File: src/rtl/stopwatch_counter_display.sv
// MM:SS stopwatch driven by divided-clock levels, with pause, per-field
// adjust and a 4-digit multiplexed active-low seven-segment display.
// Single clock domain. The divided clocks are sampled as levels, and each
// rising edge becomes a one-cycle enable.
// Optional macro STOPWATCH_DP_EN adds an active-low decimal-point output
// `dp`, which lights the colon position.
module stopwatch_counter_display #(
  parameter int SEC_MAX = 59,
  parameter int MIN_MAX = 59
) (
  input  logic       clk,
  input  logic       rst,
  input  logic       count_clk,
  input  logic       adj_clk,
  input  logic       scan_clk,
  input  logic       blink_clk,
  input  logic       pause_pulse,
  input  logic       adj,
  input  logic       sel,
  output logic [3:0] an,
  output logic [6:0] seg,
  output logic       paused
`ifdef STOPWATCH_DP_EN
  ,
  output logic       dp
`endif
);

  localparam logic [7:0] SEC_MAX_BCD = {4'(SEC_MAX / 10), 4'(SEC_MAX % 10)};
  localparam logic [7:0] MIN_MAX_BCD = {4'(MIN_MAX / 10), 4'(MIN_MAX % 10)};

  logic       r_count_prev, r_adj_prev, r_scan_prev, r_blink_q;
  logic       r_paused;
  logic [7:0] r_min, r_sec;
  logic [1:0] r_idx;
  logic [3:0] r_an;
  logic [6:0] r_seg;

  logic       w_count_rise, w_adj_rise, w_scan_rise;
  logic       w_paused_nxt;
  logic [7:0] w_min_nxt, w_sec_nxt;
  logic [1:0] w_idx_nxt;
  logic [3:0] w_digit;
  logic       w_blank;
  logic [3:0] w_an_nxt;
  logic [6:0] w_seg_nxt;

  assign w_count_rise = count_clk & ~r_count_prev;
  assign w_adj_rise   = adj_clk & ~r_adj_prev;
  assign w_scan_rise  = scan_clk & ~r_scan_prev;

  // BCD field increment, wrapping from max to zero.
  function automatic logic [7:0] bcd_inc(input logic [7:0] v, input logic [7:0] max);
    if (v == max)          return '0;
    else if (v[3:0] == 4'd9) return {v[7:4] + 4'd1, 4'd0};
    else                   return {v[7:4], v[3:0] + 4'd1};
  endfunction

  function automatic logic [6:0] seg7(input logic [3:0] d);
    case (d)
      4'd0:    return 7'b1000000;
      4'd1:    return 7'b1111001;
      4'd2:    return 7'b0100100;
      4'd3:    return 7'b0110000;
      4'd4:    return 7'b0011001;
      4'd5:    return 7'b0010010;
      4'd6:    return 7'b0000010;
      4'd7:    return 7'b1111000;
      4'd8:    return 7'b0000000;
      4'd9:    return 7'b0010000;
      default: return 7'b1111111;
    endcase
  endfunction

  // Next counter value from the derived mode; the mode uses the pre-toggle pause flag.
  always_comb begin
    w_min_nxt    = r_min;
    w_sec_nxt    = r_sec;
    w_paused_nxt = r_paused ^ pause_pulse;
    if (adj) begin
      if (w_adj_rise) begin
        if (sel) w_sec_nxt = bcd_inc(r_sec, SEC_MAX_BCD);
        else     w_min_nxt = bcd_inc(r_min, MIN_MAX_BCD);
      end
    end else if (!r_paused && w_count_rise) begin
      w_sec_nxt = bcd_inc(r_sec, SEC_MAX_BCD);
      if (r_sec == SEC_MAX_BCD) w_min_nxt = bcd_inc(r_min, MIN_MAX_BCD);
    end
  end

  // Display drive is computed from next-state values so an/seg move with the index.
  always_comb begin
    w_idx_nxt = r_idx + 2'(w_scan_rise);
    w_digit   = '0;
    w_an_nxt  = 4'b1110;
    case (w_idx_nxt)
      2'd0: begin w_digit = w_sec_nxt[3:0]; w_an_nxt = 4'b1110; end
      2'd1: begin w_digit = w_sec_nxt[7:4]; w_an_nxt = 4'b1101; end
      2'd2: begin w_digit = w_min_nxt[3:0]; w_an_nxt = 4'b1011; end
      default: begin w_digit = w_min_nxt[7:4]; w_an_nxt = 4'b0111; end
    endcase
    w_blank   = adj && r_blink_q && (sel ? !w_idx_nxt[1] : w_idx_nxt[1]);
    w_seg_nxt = w_blank ? '1 : seg7(w_digit);
  end

  // All state registers with synchronous active-low reset.
  always_ff @(posedge clk) begin
    if (!rst) begin
      r_count_prev <= 1'b0;
      r_adj_prev   <= 1'b0;
      r_scan_prev  <= 1'b0;
      r_blink_q    <= 1'b0;
      r_paused     <= 1'b0;
      r_min        <= '0;
      r_sec        <= '0;
      r_idx        <= '0;
      r_an         <= 4'b1110;
      r_seg        <= 7'b1000000;
    end else begin
      r_count_prev <= count_clk;
      r_adj_prev   <= adj_clk;
      r_scan_prev  <= scan_clk;
      r_blink_q    <= blink_clk;
      r_paused     <= w_paused_nxt;
      r_min        <= w_min_nxt;
      r_sec        <= w_sec_nxt;
      r_idx        <= w_idx_nxt;
      r_an         <= w_an_nxt;
      r_seg        <= w_seg_nxt;
    end
  end

  assign an     = r_an;
  assign seg    = r_seg;
  assign paused = r_paused;

`ifdef STOPWATCH_DP_EN
  logic r_dp;
  logic w_dp_nxt;

  // Colon at the index-2 digit; it blinks while paused.
  always_comb begin
    w_dp_nxt = 1'b1;
    if (w_idx_nxt == 2'd2) w_dp_nxt = w_paused_nxt ? ~r_blink_q : 1'b0;
  end

  // Decimal point is registered alongside seg.
  always_ff @(posedge clk) begin
    if (!rst) r_dp <= 1'b1;
    else      r_dp <= w_dp_nxt;
  end

  assign dp = r_dp;
`endif

endmodule
File: config.mk
export PLATFORM = sky130hd
export DESIGN_NAME = stopwatch_counter_display
export DESIGN_NICKNAME = d
export VERILOG_FILES = /design/src/rtl/stopwatch_counter_display.sv
export SDC_FILE = /design/constraint.sdc
export NUM_CORES = 1
export LEC_CHECK = 0
export BUFFER_PORTS_ARGS = -buffer_cell sky130_fd_sc_hd__buf_2
export CAP_MARGIN = 10
export CORE_MARGIN = 1
export CORE_UTILIZATION = 45
export DETAILED_ROUTE_END_ITERATION = 10
export GPL_ROUTABILITY_DRIVEN = 1
export GPL_TIMING_DRIVEN = 1
export HOLD_SLACK_MARGIN = 0.1
export PLACE_DENSITY = 0.73
export SETUP_SLACK_MARGIN = 0.4
export SLEW_MARGIN = 20
export SYNTH_ARGS = -nofsm -noshare
export SYNTH_HDL_FRONTEND = slang
export SYNTH_SLANG_ARGS = --single-unit
File: constraint.sdc
create_clock -name clk -period 8.06 [get_ports clk]
set_clock_uncertainty 0.05 [all_clocks]
set_input_delay 1.209 -clock clk [delete_from_list [all_inputs] [get_ports clk]]
set_output_delay 1.209 -clock clk [all_outputs]
set_load 0.005 [all_outputs]
### Yosys cells after proc, flatten, opt, wreduce, memory -nomap -nowiden

Memories as Yosys holds them, arrays and structs flattened.
Index checks and enable logic that the tools add are counted.
Widths: inputs -> output; s select.

| operators by class | value |
|---|---|
| add/subtract/negate cells | 5 |
| equal/unequal tests | 6 |
| multiplexer cells | 17 |
| bitwise gates (word level) | 8 |
| reductions and logical operators | 7 |

Operators by type and width:

| operator | number |
|---|---|
| $mux 8 | 13 |
| $pmux 4 s3 | 2 |
| $add 4x1->4 const B | 4 |
| $eq 8x7->1 const B | 2 |
| $eq 4x4->1 const B | 2 |
| $mux 6 | 1 |
| $not 1->1 | 4 |
| $and 1x1->1 | 3 |
| $logic_and 1x1->1 | 3 |
| $add 2x1->2 | 1 |
| $eq 2x1->1 const B | 1 |
| $eq 2x2->1 const B | 1 |
| $logic_not 1->1 | 2 |
| $logic_not 2->1 | 1 |
| $reduce_or 2->1 | 1 |
| $mux 1 | 1 |
| $xor 1x1->1 | 1 |

| storage, ports and cells | value |
|---|---|
| bits in registers | 34 |
| memory bits (read-only) | 112 |
| input port bits | 9 |
| output and inout port bits | 12 |
| memories | 1 |

Memories:

| name | words | bits a word | read ports | clocked after Yosys merged registers in | write ports | RTL line | RTL |
|---|---|---|---|---|---|---|---|
| (name not given) | 16 | 7 | 1 | 0 | 0 | 60 | `case (d)` |

### Depth between registers and ports, before layout

An unclocked memory read counts as a cell.

| logic depth | value |
|---|---|
| depth in word-level cells | 9 |
| depth in mapped cells | 13 |

### Worst setup path after synthesis

OpenSTA, ideal clock, no wires.

| timing path | value |
|---|---|
| path kind | in2reg |
| start | input port adj |
| end | register r_seg[6], in the netlist seg[6] |
| library setup time | 0.134 ns |
| arrival time | 3.296 ns |
| slack | 4.580 ns |
| stages | 11 |
| path buffers | 1 |
| cell sequence | or4b_1 buf_2 a21oi_2 mux2_2 nand3_1 o211a_2 inv_2 ha_1 nand2b_1 mux2i_1 nand3_1 |

| between the ends | value |
|---|---|
| cells in the longest elaborated chain, start to end | 3 |
| elaborated cells between the ends (all ways) | 7 |
| classes of those cells | 3 x mux; 3 x reduce/logical; 1 x memory |

RTL lines:

| what | RTL line | RTL |
|---|---|---|
| from (decl) | 18 | `input logic adj,` |
| $mux 8 or $logic_and 1x1->1 (tied branches) | 80, 102 |  |
| $pmux 4 s3 or $logic_and 1x1->1 (tied branches) | 96, 102 |  |
| $mem_v2 16x7 or $reduce_or 2->1 (tied branches) | n/a |  |
| to (signal assigned) | 129 | `r_seg <= w_seg_nxt;` |
| to (decl) | 37 | `logic [6:0] r_seg;` |

Several ways; a longest one is shown, not always the timed one.
A chain may end at the register's enable or synchronous reset.

### Worst setup path in the final report

Same ends and word-level chain as after synthesis.

==> metrics.txt <==
run status finished, final reports clean; Skew-Pair Late Insertion Delay 0.29 ns; Synth top area share 34.5%; Largest stage delay, worst path 0.67 ns; TritonCTS Sinks 34; reg2reg setup slack 5.03 ns; first-pass GRT wire length 6.99 mm; final instance area 0.00220 sq mm; DRT Wirelength 4.11 mm; Post-DP HPWL 3.06 mm; GR Util All Layers 20.2%; routability-driven placement congestion ratio 0.882; worst path arrival time 3.74 ns; FF+latch area 681 sq um; Final nets 248; pre-CTS setup slack 4.16 ns; Util after Layout 53.4%; Reg-to-Reg Start r_sec[5]; Post-synth EDFFs 0; Worst Hold Class reg2reg; reg2reg path depth 11; setup_tns 0 ns; DR WL/cell 14.9 um; required time worst endpoint 8.18 ns; final max-slew violation count 0; combinational share of power 21.1%; root buffer cell clkbuf_8; Antenna Cells 0; routed vias 1565; number of port buffers 20; worst-margin pin slew 0.646 ns; max_cap viols 0; Post-synth top cells dfxtp_1, nor2_1, ha_1; dominant cell type by area after synthesis dfxtp_1; clock share of power 33.0%; Cells after DPL 268; WHS Endpoint r_min[3]; hold path startpoint r_min[3]; Die ar. 0.00465 sq mm; Crit. End Element flip-flop; Clock Tree Buf Depth 2; unrepaired setup endpoints after global routing false; final setup vio count 0; H-Tree Depth 2; die span in y 68.2 um; critical path class in2reg; Synth Net Count 228; Avg Inst Size Synth 9.62 sq um; Ports 21; total power 0.406 mW; gr ovfl total 0; Antenna Nets Post-Route 0; Setup crit start kind input pin; Leak Pwr 0.899 nW; Max transition margin 56.8%; floorplan row count 23; fill cell count 380; crit path cell chain buf_2, or4b_1, a21oi_2, mux2_2, nand3_1, o211a_2, inv_2, ha_1, nand2b_1, mux2i_1, nand3_1; most common cell in the synthesized netlist dfxtp_1; Placed Area 0.00210 sq mm; fin crit period 3.62 ns; most used cell, CP nand3_1; Top FF cell, synth dfxtp_1; area growth from synthesis to layout 11.5%; CTS tree built; final hold violations 0; f_max 276 MHz; Final Cycle Share 44.9%; layout cells sized above 1 20.8%; critical path's slowest cell or4b_1; maximum fanout along the worst path 7; Hold Buf Count CTS 0; Worst-path clk slew 0.07 ns; largest net degree at the start of global routing 18; Via density 5.67; area taken by multi-input logic gates 0.00122 sq mm; post-CTS sizing 0; P_int 0.286 mW; sequential fraction of design power 45.9%; first-pass iteration count of the detailed router 4; Psw 0.120 mW; Power Dens Cells 185 mW/mm^2; area of the core 0.00412 sq mm; Yosys cell types 60; post-CTS setup buffers 0; post-layout instance count excluding filler cells 276; Cells after Synth 205; Hold Slack 0.513 ns; Synth async-reset ratio 0%; CTS Buf Count 5; worst setup margin 4.44 ns; Ys Warns 0; maximum vdd drop 109 uV; starting density of the core 47.9%; post-synthesis register bit count 34; vias in the first global route 1446; die span in x 68.2 um; Seq/Total Area, Yosys 34.5%; sw frac 29.5%; initial antenna violation count 0; cell area after synthesis 0.00197 sq mm; Iter 0 DRT Violations 91; Reg-to-Reg End seg[4]; Synth area leaders dfxtp_1, ha_1, mux2i_1; Post-route DRC 0; hold path cells 2
-- layout by cell type (no fill, tap or decap), types with 2 or more instances in the layout --
| cell type | n |
|---|---|
| a21oi_1 | 6 |
| a311oi_1 | 2 |
| a31oi_1 | 2 |
| a31oi_4 | 2 |
| and2_1 | 9 |
| and3_1 | 2 |
| and3b_1 | 2 |
| buf_2 | 20 |
| clkbuf_8 | 6 |
| dfxtp_1 | 34 |
| ha_1 | 14 |
| inv_1 | 9 |
| mux2i_1 | 11 |
| nand2_1 | 12 |
| nand2b_1 | 2 |
| nand3_1 | 7 |
| nand3b_1 | 3 |
| nor2_1 | 23 |
| nor2b_1 | 3 |
| nor3_1 | 3 |
| o211ai_1 | 2 |
| o21a_1 | 3 |
| o21ai_0 | 3 |
| o22ai_1 | 2 |
| o2bb2ai_1 | 4 |
| o41ai_2 | 2 |
| or3_1 | 2 |
| xnor2_1 | 3 |
-- power by group through the flow --
stage / Sequential (mW) / Combinational (mW) / Clock [mW]
final: 0.186 / 0.0857 / 0.134
after global routing: 0.188 / 0.0957 / 0.144
after CTS: 0.186 / 0.0861 / 0.138
after detailed placement: 0.190 / 0.0856 / 0
after global placement: 0.190 / 0.0841 / 0
after floorplan: 0.190 / 0.0611 / 0
-- layout make-up --
type                            instances  area share, %
Tap cell                               50           2.85
Sequential cell                        34           31.0
Timing Repair Buffer                   20           4.55
Inverter                               11           1.88
Clock buffer                            6           3.76
Clock inverter                          2          0.569
Multi-Input combinational cell        153           55.4
-- worst max-delay path, delay by kind of cell --
family,cells,cell delay [ns]
muxes,2,0.53
AOI/OAI and AO/OA,2,0.59
and+or+nand+nor,4,1.01
adders and majority gates,1,0.20
buffers and inverters,2,0.20
-- per-layer routing --
metal  track usage [%]  part of all wire [%]  vias up
li1                  -                     -      785
met1              27.5                    47      739
met2              32.0                    47       36
met3              4.33                   4.3        5
met4              5.73                  0.78        0
met5                 0                     0        -
-- flip-flops by register name, indices dropped and copies added (netlist names), 2 cells and up --
name   cells
r_min      8
r_sec      8
seg        7
r_idx      2
an         4
-- worst max path at each step --
stage | slack, ns | to | from
5_1_grt | 4.32 | seg[6] | adj
2_1_floorplan | 4.58 | seg[6] | adj
3_5_place_dp | 4.16 | seg[6] | adj
6_report | 4.44 | seg[6] | adj
4_1_cts | 4.45 | seg[6] | adj
3_3_place_gp | 4.17 | seg[6] | adj
-- logic make-up (layout without fill, tap and decap cells) --
group	Yosys count	in the layout	share of synthesized area (%)
xor gates and xnor gates	5	5	2.60
AOI/OAI and AO/OA	44	44	21.1
and+or+nand+nor	77	77	21.9
buffers and inverters	18	39	3.68
DFF	34	34	34.5
adders and majority gates	14	14	8.88
muxes	13	13	7.30
No activity file was read; power rests on OpenSTA's default activity.
